--- src/rtl/write_back_reg_file_pkg.sv ---
`default_nettype none
// write_back_reg_file_pkg: shared widths and read-source encoding for the register file. Rev 1.0
package write_back_reg_file_pkg;

  localparam int DEF_DATA_W = 32;
  localparam int DEF_ADDR_W = 5;
  localparam int ZERO_REG   = 0;
  localparam int NUM_REGS   = 32;
  localparam int COUNT_W    = 8;

  typedef logic [COUNT_W-1:0] count_t;

  typedef enum logic [1:0] {
    RD_REG  = 2'd0,
    RD_ZERO = 2'd1,
    RD_FWD  = 2'd2
  } rd_src_e;

endpackage
`default_nettype wire

--- src/rtl/write_back_reg_file_if.sv ---
`default_nettype none
// write_back_reg_file_if: write-back port and two read ports of the register file. Rev 1.0
interface write_back_reg_file_if
  import write_back_reg_file_pkg::*;
#(
  parameter int DATA_W = DEF_DATA_W,
  parameter int ADDR_W = DEF_ADDR_W
);

  logic              RegWrite;
  logic [ADDR_W-1:0] WriteRegister;
  logic [DATA_W-1:0] WriteData;
  logic [ADDR_W-1:0] ReadRegister1;
  logic [ADDR_W-1:0] ReadRegister2;
  logic [DATA_W-1:0] ReadData1;
  logic [DATA_W-1:0] ReadData2;
  count_t            WriteCount;

  modport master (
    output RegWrite, WriteRegister, WriteData, ReadRegister1, ReadRegister2,
    input  ReadData1, ReadData2, WriteCount
  );

  modport slave (
    input  RegWrite, WriteRegister, WriteData, ReadRegister1, ReadRegister2,
    output ReadData1, ReadData2, WriteCount
  );

endinterface
`default_nettype wire

--- src/rtl/write_back_reg_file_decoder.sv ---
`default_nettype none
// Decoder5To32: enabled binary-to-one-hot decoder used to build the register write-enable vector. Rev 1.0
module Decoder5To32 #(
  parameter int ADDR_W = 5,
  parameter int OUT_W  = 1 << ADDR_W
) (
  input  wire logic              i_en,
  input  wire logic [ADDR_W-1:0] i_addr,
  output logic      [OUT_W-1:0]  o_onehot
);

  always_comb begin
    o_onehot = '0;
    if (i_en) begin
      o_onehot = OUT_W'(1) << i_addr;
    end
  end

endmodule
`default_nettype wire

--- src/rtl/write_back_reg_file.sv ---
`default_nettype none
// write_back_reg_file: 2R/1W register file with hardwired-zero r0, optional write-cycle forwarding
// and a committed-write counter. Rev 1.0
module write_back_reg_file
  import write_back_reg_file_pkg::*;
#(
  parameter int DATA_W = DEF_DATA_W,
  parameter int ADDR_W = DEF_ADDR_W,
  parameter int BYPASS = 1
) (
  input wire logic            Clk,
  input wire logic            Reset,
  write_back_reg_file_if.slave bus
);

  localparam int                 c_DEPTH     = 1 << ADDR_W;
  localparam logic [c_DEPTH-1:0] c_ZERO_MASK = c_DEPTH'(1) << ZERO_REG;

  logic [DATA_W-1:0]  r_regs [c_DEPTH];
  count_t             r_write_count;

  logic [c_DEPTH-1:0] w_dec;
  logic [c_DEPTH-1:0] w_wr_en;
  logic               w_any_write;
  logic               w_fwd_en;
  rd_src_e            w_src1;
  rd_src_e            w_src2;

  Decoder5To32 #(
    .ADDR_W (ADDR_W),
    .OUT_W  (c_DEPTH)
  ) u_wr_dec (
    .i_en     (bus.RegWrite),
    .i_addr   (bus.WriteRegister),
    .o_onehot (w_dec)
  );

  // r0 never receives an enable, so it also never bumps the counter.
  assign w_wr_en     = w_dec & ~c_ZERO_MASK;
  assign w_any_write = |w_wr_en;

  generate
    if (BYPASS != 0) begin : g_bypass
      assign w_fwd_en = bus.RegWrite && !Reset &&
                        (bus.WriteRegister != ADDR_W'(ZERO_REG));
    end else begin : g_no_bypass
      assign w_fwd_en = 1'b0;
    end
  endgenerate

  always_ff @(posedge Clk or posedge Reset) begin
    if (Reset) begin
      for (int i = 0; i < c_DEPTH; i++) begin
        r_regs[i] <= '0;
      end
      r_write_count <= '0;
    end else begin
      for (int i = 1; i < c_DEPTH; i++) begin
        if (w_wr_en[i]) begin
          r_regs[i] <= bus.WriteData;
        end
      end
      if (w_any_write) begin
        r_write_count <= r_write_count + COUNT_W'(1);
      end
    end
  end

  always_comb begin
    w_src1 = RD_REG;
    if (bus.ReadRegister1 == ADDR_W'(ZERO_REG)) begin
      w_src1 = RD_ZERO;
    end else if (w_fwd_en && (bus.ReadRegister1 == bus.WriteRegister)) begin
      w_src1 = RD_FWD;
    end
  end

  always_comb begin
    w_src2 = RD_REG;
    if (bus.ReadRegister2 == ADDR_W'(ZERO_REG)) begin
      w_src2 = RD_ZERO;
    end else if (w_fwd_en && (bus.ReadRegister2 == bus.WriteRegister)) begin
      w_src2 = RD_FWD;
    end
  end

  always_comb begin
    bus.ReadData1 = r_regs[bus.ReadRegister1];
    case (w_src1)
      RD_ZERO: bus.ReadData1 = '0;
      RD_FWD:  bus.ReadData1 = bus.WriteData;
      default: bus.ReadData1 = r_regs[bus.ReadRegister1];
    endcase
  end

  always_comb begin
    bus.ReadData2 = r_regs[bus.ReadRegister2];
    case (w_src2)
      RD_ZERO: bus.ReadData2 = '0;
      RD_FWD:  bus.ReadData2 = bus.WriteData;
      default: bus.ReadData2 = r_regs[bus.ReadRegister2];
    endcase
  end

  assign bus.WriteCount = r_write_count;

endmodule
`default_nettype wire

--- src/flat_wrapper.sv ---
// flat-port wrapper written by rule: the top's interface ports become plain ports
module write_back_reg_file_flat import write_back_reg_file_pkg::*;
#(
  parameter int DATA_W = DEF_DATA_W,
  parameter int ADDR_W = DEF_ADDR_W,
  parameter int BYPASS = 1
)
  (Clk, Reset, bus_RegWrite, bus_WriteRegister, bus_WriteData, bus_ReadRegister1, bus_ReadRegister2, bus_ReadData1, bus_ReadData2, bus_WriteCount);
  write_back_reg_file_if #(.DATA_W(DATA_W), .ADDR_W(ADDR_W)) bus_i ();
  input wire logic Clk;
  input wire logic Reset;
  input wire logic [$bits(bus_i.RegWrite)-1:0] bus_RegWrite;
  input wire logic [$bits(bus_i.WriteRegister)-1:0] bus_WriteRegister;
  input wire logic [$bits(bus_i.WriteData)-1:0] bus_WriteData;
  input wire logic [$bits(bus_i.ReadRegister1)-1:0] bus_ReadRegister1;
  input wire logic [$bits(bus_i.ReadRegister2)-1:0] bus_ReadRegister2;
  output wire logic [$bits(bus_i.ReadData1)-1:0] bus_ReadData1;
  output wire logic [$bits(bus_i.ReadData2)-1:0] bus_ReadData2;
  output wire logic [$bits(bus_i.WriteCount)-1:0] bus_WriteCount;
  assign bus_i.RegWrite = bus_RegWrite;
  assign bus_i.WriteRegister = bus_WriteRegister;
  assign bus_i.WriteData = bus_WriteData;
  assign bus_i.ReadRegister1 = bus_ReadRegister1;
  assign bus_i.ReadRegister2 = bus_ReadRegister2;
  assign bus_ReadData1 = bus_i.ReadData1;
  assign bus_ReadData2 = bus_i.ReadData2;
  assign bus_WriteCount = bus_i.WriteCount;
  write_back_reg_file #(.DATA_W(DATA_W), .ADDR_W(ADDR_W), .BYPASS(BYPASS)) u_core (.Clk(Clk), .Reset(Reset), .bus(bus_i));
endmodule
--- config.mk ---
export PLATFORM = sky130hd
export DESIGN_NAME = write_back_reg_file_flat
export DESIGN_NICKNAME = d
export VERILOG_FILES = /design/src/rtl/write_back_reg_file_pkg.sv /design/src/rtl/write_back_reg_file_if.sv /design/src/rtl/write_back_reg_file_decoder.sv /design/src/rtl/write_back_reg_file.sv /design/src/flat_wrapper.sv
export SDC_FILE = /design/constraint.sdc
export NUM_CORES = 2
export LEC_CHECK = 0
export ABC_AREA = 1
export BUFFER_PORTS_ARGS = -buffer_cell sky130_fd_sc_hd__buf_2
export CAP_MARGIN = 20
export CORE_MARGIN = 3
export CORE_UTILIZATION = 40
export CTS_CLUSTER_SIZE = 40
export DETAILED_ROUTE_END_ITERATION = 16
export PLACE_DENSITY_LB_ADDON = 0.12
export SKIP_LAST_GASP = 1
export SLEW_MARGIN = 20
export SYNTH_ARGS = -nofsm -noshare
export SYNTH_HDL_FRONTEND = slang
export SYNTH_SLANG_ARGS = --single-unit
--- constraint.sdc ---
create_clock -name Clk -period 31.8 [get_ports Clk]
set_clock_uncertainty 0.1 [all_clocks]
set_input_delay 4.77 -clock Clk [delete_from_list [all_inputs] [get_ports Clk]]
set_output_delay 4.77 -clock Clk [all_outputs]
set_load 0.1 [all_outputs]
==> results.yml <==
cells_and_area:
  area_delta_synth_final_pct: 9.268
  layout.cells.non_filler: 10397
  fill_cells: 14879
  multi_input_area_um2: 27790
  layout.nets: 8442
  seq_area_um2: 25020
  layout_commonest_cell: "nand2_1"
  drive_gt1_share_pct: 5.599
  final_cell_mix: "3381 x nand2_1, 1421 x nand3_1, 1000 x dfrtp_1"
sta:
  worstMarginPinSlew_ns: 1.210
  slew_headroom_pct: 19.17
  rsz0062_at_grt: "no"
  setup_ws_ns: 17.97
  setup_viol: 0
  min_period_ns: 13.83
  fin_hold_ws_ns: 0.3813
  setup-tns-final_ns: 0
  maxSlewViolCount: 0
  period_share_pct: 43.50
  hold_violations: 0
  fmax_mhz: 72.30
setup_path:
  timing.rr.end: "u_core.bus.WriteCount[6]"
  critical_path_class: "input port to primary output"
  critPathSlowestCell: "buf_4"
  arrival_ns: 8.96
  max_stage_delay_ns: 0.66
  crit_chain: "buf_8, buf_4, buf_4, buf_12, nand2_1, nor2_1, nor2_1, nand2_1, nand3_1, nand3_1, nand3_1, nand2_1, buf_2"
  critPathMaxFanout: 149
  critPathRequiredTime_ns: 26.93
  endpoint_kind: "primary output"
  rr_startpoint: "u_core.bus.WriteCount[0]"
  r2r_slack_ns: 30.35
  cp-start-kind: "input port"
  rr_worst_depth: 5
floorplan:
  ios: 122
  die_y_um: 386.6
  die_area_um2: 149500
  fp.dieW_um: 386.6
  start_util_pct: 40.29
  coreArea_um2: 143800
  core.rowCount: 139
yosys:
  seq_area_frac_synth_pct: 43.18
  yosys.area_share.simple_pct: 36.57
  synthAdderAreaFrac_pct: 0.02159
  synth_top_family_by_area: "simple AND/OR/NAND/NOR gates"
  synth_compound_area_share_pct: 10.72
  syn-mean-instance-area_um2: 6.630
  synth_cell_types: 25
  ys_warn_count: 32
  synth_fp_nets: 8792
  syn_inst: 8741
  synth.area.mux_share_pct: 0
  synth-xor-area-share_pct: 0.1511
  ys_seq_elements: 1000
  syn_area_um2: 57960
place:
  place_congestion: 0.8787
  pre_cts_ws_ns: 18.16
  hpwl_um: 144800
  place_inst: 10175
  port_buffers: 121
clock_tree:
  path_clk_slew_ns: 0.06
  postCtsResizedCells: 0
  clock_sinks: 1000
  htree_levels: 3
  cts_buffers: 115
  clk-insertion-delay-late_ns: 0.75
  post-cts-setup-buffers: 0
  cts_tree: "yes"
  root_buffer: "clkbuf_16"
  cts_max_path_buffers: 3
  ctsHoldBuffers: 0
min_path:
  worstHoldEndpoint: "u_core.r_regs[671]"
  hold_start: "u_core.r_regs[671]"
  whs_path_depth: 2
  hold_class: "flip-flop to flip-flop"
power_and_ir_drop:
  p_per_area_nw_per_um2: 64.18
  p_total_uw: 4064
  irDropWorstVdd_uv: 47.56
  leakagePower_uw: 0.03128
drt:
  finalWirelength_um: 258200
  avgViaCountPerCell: 5.737
  drt-initial-drc-count: 8241
  vias: 59652
  avgRoutedWirePerCell_um: 24.83
  dr.pass1.iters: 6
  drc: 0
  postRouteAntennaNets: 0
grt:
  grt.total_usage_pct: 33.88
  antenna_found_initial: 16
  grt_pass1_vias: 55773
  grt_max_degree: 157
  grt_overflow: 0
  grt_pass1_wl_um: 381800
run:
  maxCapViolCount: 0
status:
  status: "complete, no violations"
area by class of cell:
cell class / count / area share, %
antenna: 11 / 0.04347
clock buffer: 170 / 5.364
clock inverter: 39 / 0.7409
inverter: 672 / 4.052
multi-input combinational: 6368 / 43.88
sequential: 1000 / 39.52
tap: 1903 / 3.760
timing repair buffer: 234 / 2.644
layer usage:
layer	routed length, um	up-vias	GRT usage [%]
met4	13960	2	16.50
met5	12	-	0
met1	105600	28363	45.77
met2	110400	3476	51.58
met3	28180	690	7.317
li1	-	27121	-
stage by stage:
stage	utilization, %	area (um^2)
final	44.03	63330
after global routing	44.02	63310
after global placement	41.26	59350
after floorplan	-	57960
after detailed placement	41.28	59380
after CTS	43.97	63240
critical path: cells and delay by family:
kind | cells | cell delay, ns
buf+inv | 5 | 2.71
simple gates | 8 | 1.31
report_power, final:
| group | switching [uW] | internal, uW |
|---|---|---|
| Sequential | 161 | 1530 |
| Clock | 580 | 808 |
| Combinational | 698 | 289 |
| Total | 1440 | 2620 |
how the worst max path moves through the flow:
stage | slack (ns) | cells after the start | startpoint | end
2_1_floorplan | 4.04 | 7 | Reset | bus_ReadData1[0]
3_3_place_gp | 18.18 | 13 | bus_ReadRegister1[0] | bus_ReadData1[4]
3_5_place_dp | 18.16 | 13 | bus_ReadRegister1[0] | bus_ReadData1[4]
4_1_cts | 18.16 | 13 | bus_ReadRegister1[0] | bus_ReadData1[4]
5_1_grt | 17.88 | 13 | bus_ReadRegister1[0] | bus_ReadData1[4]
6_report | 17.97 | 13 | bus_ReadRegister1[0] | bus_ReadData1[4]
kinds of logic after synthesis:
| kind of cell | Yosys count |
|---|---|
| compound gates | 1240 |
| xor+xnor | 10 |
| buf+inv | 1373 |
| simple gates | 5117 |
| flops | 1000 |
| fa+ha+maj | 1 |
cell usage after synthesis (all sizes together):
cell / number / share of area (%)
xor2: 4 / 0.060
nand3b: 2 / 0.026
xnor2: 6 / 0.091
inv: 666 / 4.3
clkbuf: 426 / 2.8
nor3: 8 / 0.18
ha: 1 / 0.022
buf: 275 / 2.2
nand2: 3388 / 22
clkinv: 6 / 0.039
nor2: 278 / 1.8
nand4: 3 / 0.032
o21ai: 1009 / 8.7
a21oi: 231 / 2.0
nand3: 1438 / 13
dfrtp: 1000 / 43
state kept, by name, indices dropped and copies added (netlist names):
| signal | count |
|---|---|
| u_core.bus.WriteCount | 8 |
| u_core.r_regs | 992 |
Note: power is estimated with default switching activity, not from simulation.
